--- src/rtl/shift_add_mul_ctrl.sv ---
// ---------------------------------------------------------------------------
// shift_add_mul_ctrl
//
// Sequential 8x8 unsigned shift-and-add multiplier controller. It does not own
// an adder. It drives the two operands of a shared external 8-bit adder
// (carry-in tied 0) and recovers the carry-out from the returned sum.
//
// One multiplier bit is consumed per RUN cycle, LSB first. The partial
// product's upper byte lives in acc_hi. Its lower bits shift into acc_lo from
// the top, while the not-yet-consumed multiplier bits shift out at the bottom.
//
// Parameters
//   DONE_PULSE  1: done is high for the single DONE cycle only
//               0: done stays high until the next accepted start
//
// Optional build macro
//   MUL_EARLY_EXIT_EN  finish as soon as no set multiplier bits remain; the
//                      product is the same, only the RUN length changes
//
// Ports
//   clk     in   1   clock, rising edge
//   rst_n   in   1   synchronous active-low reset
//   start   in   1   request a multiply (accepted in IDLE or DONE)
//   A       in   8   multiplicand, sampled on accept
//   B       in   8   multiplier, sampled on accept
//   add_A   out  8   external adder operand A
//   add_B   out  8   external adder operand B
//   add_Y   in   8   external adder sum (combinational)
//   busy    out  1   multiply in progress
//   done    out  1   product valid indication
//   P       out  16  product A*B
// ---------------------------------------------------------------------------
module shift_add_mul_ctrl #(
    parameter int DONE_PULSE = 1
) (
    input  logic        clk,
    input  logic        rst_n,
    input  logic        start,
    input  logic [7:0]  A,
    input  logic [7:0]  B,
    output logic [7:0]  add_A,
    output logic [7:0]  add_B,
    input  logic [7:0]  add_Y,
    output logic        busy,
    output logic        done,
    output logic [15:0] P
);

    typedef enum logic [1:0] {
        S_IDLE = 2'd0,
        S_RUN  = 2'd1,
        S_DONE = 2'd2
    } state_t;

    state_t      r_state;
    logic [7:0]  r_mcand;
    logic [7:0]  r_acc_hi;
    logic [7:0]  r_acc_lo;
    logic [2:0]  r_count;
    logic        r_busy;
    logic        r_done;
    logic [15:0] r_p;

    logic        w_carry;
    logic [15:0] w_acc_next;
    logic        w_last;
    logic [15:0] w_p_final;

    // With Cin = 0, the sum wraps below operand A exactly when a carry left
    // the adder.
    assign w_carry = (add_Y < add_A);

    assign w_acc_next = r_acc_lo[0] ? {w_carry, add_Y, r_acc_lo[7:1]}
                                    : {1'b0, r_acc_hi, r_acc_lo[7:1]};

`ifdef MUL_EARLY_EXIT_EN
    logic [6:0]  w_remain_mask;
    logic        w_remain_zero;
    logic [2:0]  w_shamt;

    // After this cycle's shift, the low (7-count) bits of acc_lo[7:1] are
    // multiplier bits that have not been consumed yet.
    assign w_remain_mask = 7'h7F >> r_count;
    assign w_remain_zero = ((r_acc_lo[7:1] & w_remain_mask) == 7'd0);
    assign w_last        = (r_count == 3'd7) || w_remain_zero;
    // Stopping early leaves the product (7-count) places too far left. It
    // still has to be shifted down into its final position.
    assign w_shamt       = 3'd7 - r_count;
    assign w_p_final     = w_acc_next >> w_shamt;
`else
    assign w_last    = (r_count == 3'd7);
    assign w_p_final = w_acc_next;
`endif

    // The adder operands come from registered state only. This keeps the
    // add_A -> add_Y -> carry path free of combinational loops.
    always_comb begin
        add_A = 8'h00;
        add_B = 8'h00;
        if (r_state == S_RUN) begin
            add_A = r_acc_hi;
            add_B = r_acc_lo[0] ? r_mcand : 8'h00;
        end
    end

    always_ff @(posedge clk) begin
        if (!rst_n) begin
            r_state  <= S_IDLE;
            r_mcand  <= 8'h00;
            r_acc_hi <= 8'h00;
            r_acc_lo <= 8'h00;
            r_count  <= 3'd0;
            r_busy   <= 1'b0;
            r_done   <= 1'b0;
            r_p      <= 16'h0000;
        end else begin
            case (r_state)
                S_IDLE: begin
                    if (start) begin
                        r_mcand  <= A;
                        r_acc_hi <= 8'h00;
                        r_acc_lo <= B;
                        r_count  <= 3'd0;
                        r_state  <= S_RUN;
                        r_busy   <= 1'b1;
                        r_done   <= 1'b0;
                    end
                end

                S_RUN: begin
                    {r_acc_hi, r_acc_lo} <= w_acc_next;
                    r_count              <= r_count + 3'd1;
                    if (w_last) begin
                        r_p     <= w_p_final;
                        r_state <= S_DONE;
                        r_busy  <= 1'b0;
                        r_done  <= 1'b1;
                    end
                end

                S_DONE: begin
                    // Pulse mode drops done when leaving DONE. Hold mode keeps
                    // it up until an accept clears it.
                    if (DONE_PULSE != 0) begin
                        r_done <= 1'b0;
                    end
                    if (start) begin
                        // Back-to-back accept, no idle bubble.
                        r_mcand  <= A;
                        r_acc_hi <= 8'h00;
                        r_acc_lo <= B;
                        r_count  <= 3'd0;
                        r_state  <= S_RUN;
                        r_busy   <= 1'b1;
                        r_done   <= 1'b0;
                    end else begin
                        r_state <= S_IDLE;
                    end
                end

                default: begin
                    r_state <= S_IDLE;
                    r_busy  <= 1'b0;
                    r_done  <= 1'b0;
                end
            endcase
        end
    end

    assign busy = r_busy;
    assign done = r_done;
    assign P    = r_p;

endmodule

--- config.mk ---
export PLATFORM = sky130hd
export DESIGN_NAME = shift_add_mul_ctrl
export DESIGN_NICKNAME = d
export VERILOG_FILES = /design/src/rtl/shift_add_mul_ctrl.sv
export SDC_FILE = /design/constraint.sdc
export NUM_CORES = 1
export LEC_CHECK = 0
export ABC_AREA = 1
export CAP_MARGIN = 0
export CELL_PAD_IN_SITES_DETAIL_PLACEMENT = 0
export CELL_PAD_IN_SITES_GLOBAL_PLACEMENT = 1
export CORE_UTILIZATION = 31
export CTS_CLUSTER_SIZE = 40
export DETAILED_ROUTE_END_ITERATION = 8
export PLACE_DENSITY_LB_ADDON = 0.25
export SLEW_MARGIN = 10
export SYNTH_ARGS = -nofsm -noshare
export SYNTH_HDL_FRONTEND = slang
export SYNTH_SLANG_ARGS = --single-unit
--- constraint.sdc ---
create_clock -name clk -period 2.9 [get_ports clk]
set_clock_uncertainty 0.2 [all_clocks]
set_input_delay 0.435 -clock clk [delete_from_list [all_inputs] [get_ports clk]]
set_output_delay 0.435 -clock clk [all_outputs]
set_load 0.02 [all_outputs]
==> metrics.txt <==
Die Y=85.8 um; vias in the first global route=1819; fraction of the yosys area taken by sequential cells=0.433; CTS tree=done; die span in x=85.8 um; HPWL after DPL=3710 um; area of the multi-input gates=1060 um2; synth unique cells=22; Initial Util=0.320; drt first-iter violations=99; placed insts=441; FMAX=just under 400 MHz; # diodes=0; gr ovfl total=0; worst hold path stage count=1; core area=6790 um2; sequential cell area=941 um2; WP buf/inv=3; ANT nets after route=0; # setup viols final=0; Simple-Gate Fraction of Synth Area=0.254; drt first pass iters=4; initial antenna violation count=0; FP Rows=30; Nets=a little under 400; Layout Area Growth over Synthesis=37.1%; post-CTS sizing=0; Max Slew Vio Count=0; mux contribution to synthesized area=0; final instance area=2980 um2; placed cell area=~2900 um2; crit share post-route=0.868; Setup CP Type=reg2out; crit-path max FO=25; Adder-Cell Fraction of Synth Area=0.0518; port bufs=60; unrepaired setup endpoints after global routing=no; vias per cell=4.37; later-pin clock latency in the skew report=0.31 ns; post-synthesis compound-gate area fraction=0.182; RePlAce Congestion=0.732; Ys Warns=0; Synth Area per Inst=7.37 um2; WP depth=5; P per Cell Area=471 nW/um2; vias=1964; # Max-Cap Violations=0; FF-to-FF path depth=13; slowest CP cell=clkdlybuf4s50_1; largest net degree at the start of global routing=26; CTS root buf=clkbuf_8; first-pass GRT wire length=8640 um; min-delay worst type=reg2reg; post-route insts no fill=449; worst endpoint required time=2.27 ns; DRC=0; H-tree depth=2; crit-path cells=inv_2, nor2_8, inv_4, nor2_1, clkdlybuf4s50_1; cts hold-fix bufs=0; # clock sinks=47; Layout fillers=704; status=finished, final reports clean; CP Capture Type=output port; worst-case clock buffer depth=2; WHS=roughly 0.27 ns; Final TNS setup=0 ns; Reg clk slew, reported paths=around 0.10 ns; cell area after synthesis=about 2200 um2; Peak VDD IR=around 0.00027 V; Leakage=1.15 nW; detailed-route wire length per cell=11.9 um; Startpoint Class=flip-flop; total power=1.40 mW; final hold vios=0; crit-path leading delay family=buffers and inverters; Syn Inst Count=around 300; IO Pins=61; Yosys reg bits=47; die area=7350 um2; slew of the pin with the lowest slew margin=0.415 ns; Slew Limit Headroom=0.723; share of cells above drive strength 1=0.0765; Routed WL=between 5000 and 6000 um; Mapped Nets=331; global-route usage over all layers=0.152; total CTS buffers=5; largest family of logic cells by synthesized area=simple AND/OR/NAND/NOR gates; Critical Path Max Stage Delay=0.63 ns; setup bufs post-CTS=0; fin crit period=around 2.5 ns; Post-Synth XOR/XNOR Area=0; Worst Path Arrival=1.88 ns
-- synthesized netlist by cell type --
library cell / n / area share
nor2_1: 72 / 0.12
nor2_4: 1 / 0.0052
dfxtp_1: 47 / 0.43
a21oi_1: 16 / 0.037
inv_1: 22 / 0.038
clkbuf_1: 7 / 0.012
buf_4: 2 / 0.0069
o21ai_0: 29 / 0.067
nand3_1: 9 / 0.021
nand2_1: 43 / 0.074
ha_1: 9 / 0.052
inv_4: 2 / 0.0058
o21a_1: 7 / 0.024
nor2_8: 2 / 0.018
buf_2: 5 / 0.012
a211oi_1: 1 / 0.0035
nand2_4: 1 / 0.0052
clkinv_1: 1 / 0.0017
o21ai_2: 7 / 0.028
inv_2: 2 / 0.0035
nand4_1: 2 / 0.0058
a31oi_1: 8 / 0.023
-- through the flow --
stage / utilization / setup WS, ns
2_1_floorplan: - / 0.501
3_3_place_gp: 0.421 / 0.725
3_5_place_dp: 0.421 / 0.635
4_1_cts: 0.439 / 0.362
5_1_grt: 0.439 / 0.287
6_report: 0.439 / 0.384
-- flip-flops by register name, indices dropped and copies added (netlist names) --
signal and count:
busy 1, done 1, r_mcand 8, r_acc_hi 8, r_state 2, r_count 3, r_acc_lo 8, P 16
-- placed cells by master, fill, tap and decap left out, drive strengths merged --
| cell type | count |
|---|---|
| ha | 9 |
| nand4 | 2 |
| o21ai | 36 |
| clkdlybuf4s50 | 60 |
| a211oi | 1 |
| nand3 | 9 |
| clkbuf | 6 |
| buf | 4 |
| clkinv | 1 |
| bufinv | 1 |
| nor2 | 75 |
| nand2 | 44 |
| inv | 27 |
| a21oi | 16 |
| a31oi | 8 |
| o21a | 7 |
| dfxtp | 47 |
-- per-layer routing --
layer	vias to the layer above	GRT usage	wire length, um
met5	-	0	0
met2	39	0.249	2370
met1	854	0.196	2690
li1	1065	-	-
met4	0	0.0455	67
met3	6	0.0385	238
-- worst register-to-register path, delay by kind of cell, from the launching register on --
kind                       cells  cell delay [ns]
adders and majority gates      1             0.33
buffers and inverters          3             0.32
and+or+nand+nor                7             0.68
DFF                            1             0.35
AOI/OAI and AO/OA              2             0.33
-- worst paths after layout --
check / startpoint / to / slack [ns]
worst max-delay path: r_state[0] / add_A[6] / 0.38
worst min-delay path: r_count[0] / r_count[0] / 0.27
worst max register to register: r_state[0] / r_acc_hi[7] / 0.63
worst min register to register: r_count[0] / r_count[0] / 0.27
-- power breakdown --
part	total, mW	switching (mW)	internal (mW)
Sequential	0.693	0.0190	0.674
Combinational	0.193	0.113	0.0799
Clock	0.518	0.234	0.284
-- logic make-up (layout without fill, tap and decap cells) --
| logic type | after synthesis | in the layout |
|---|---|---|
| AO/OA/AOI/OAI | 68 | 68 |
| adder cells (fa/ha/maj) | 9 | 9 |
| buffers and inverters | 41 | 99 |
| flip-flops | 47 | 47 |
| AND/OR/NAND/NOR | 130 | 130 |
-- layout make-up --
type,instances,share of cell area
sequential,47,0.316
clock inverter,2,0.0130
tap,96,0.0403
multi-input combinational,207,0.356
clock buffer,6,0.0277
inverter,27,0.0357
timing repair buffer,64,0.212
(Power assumes the default switching activity.)
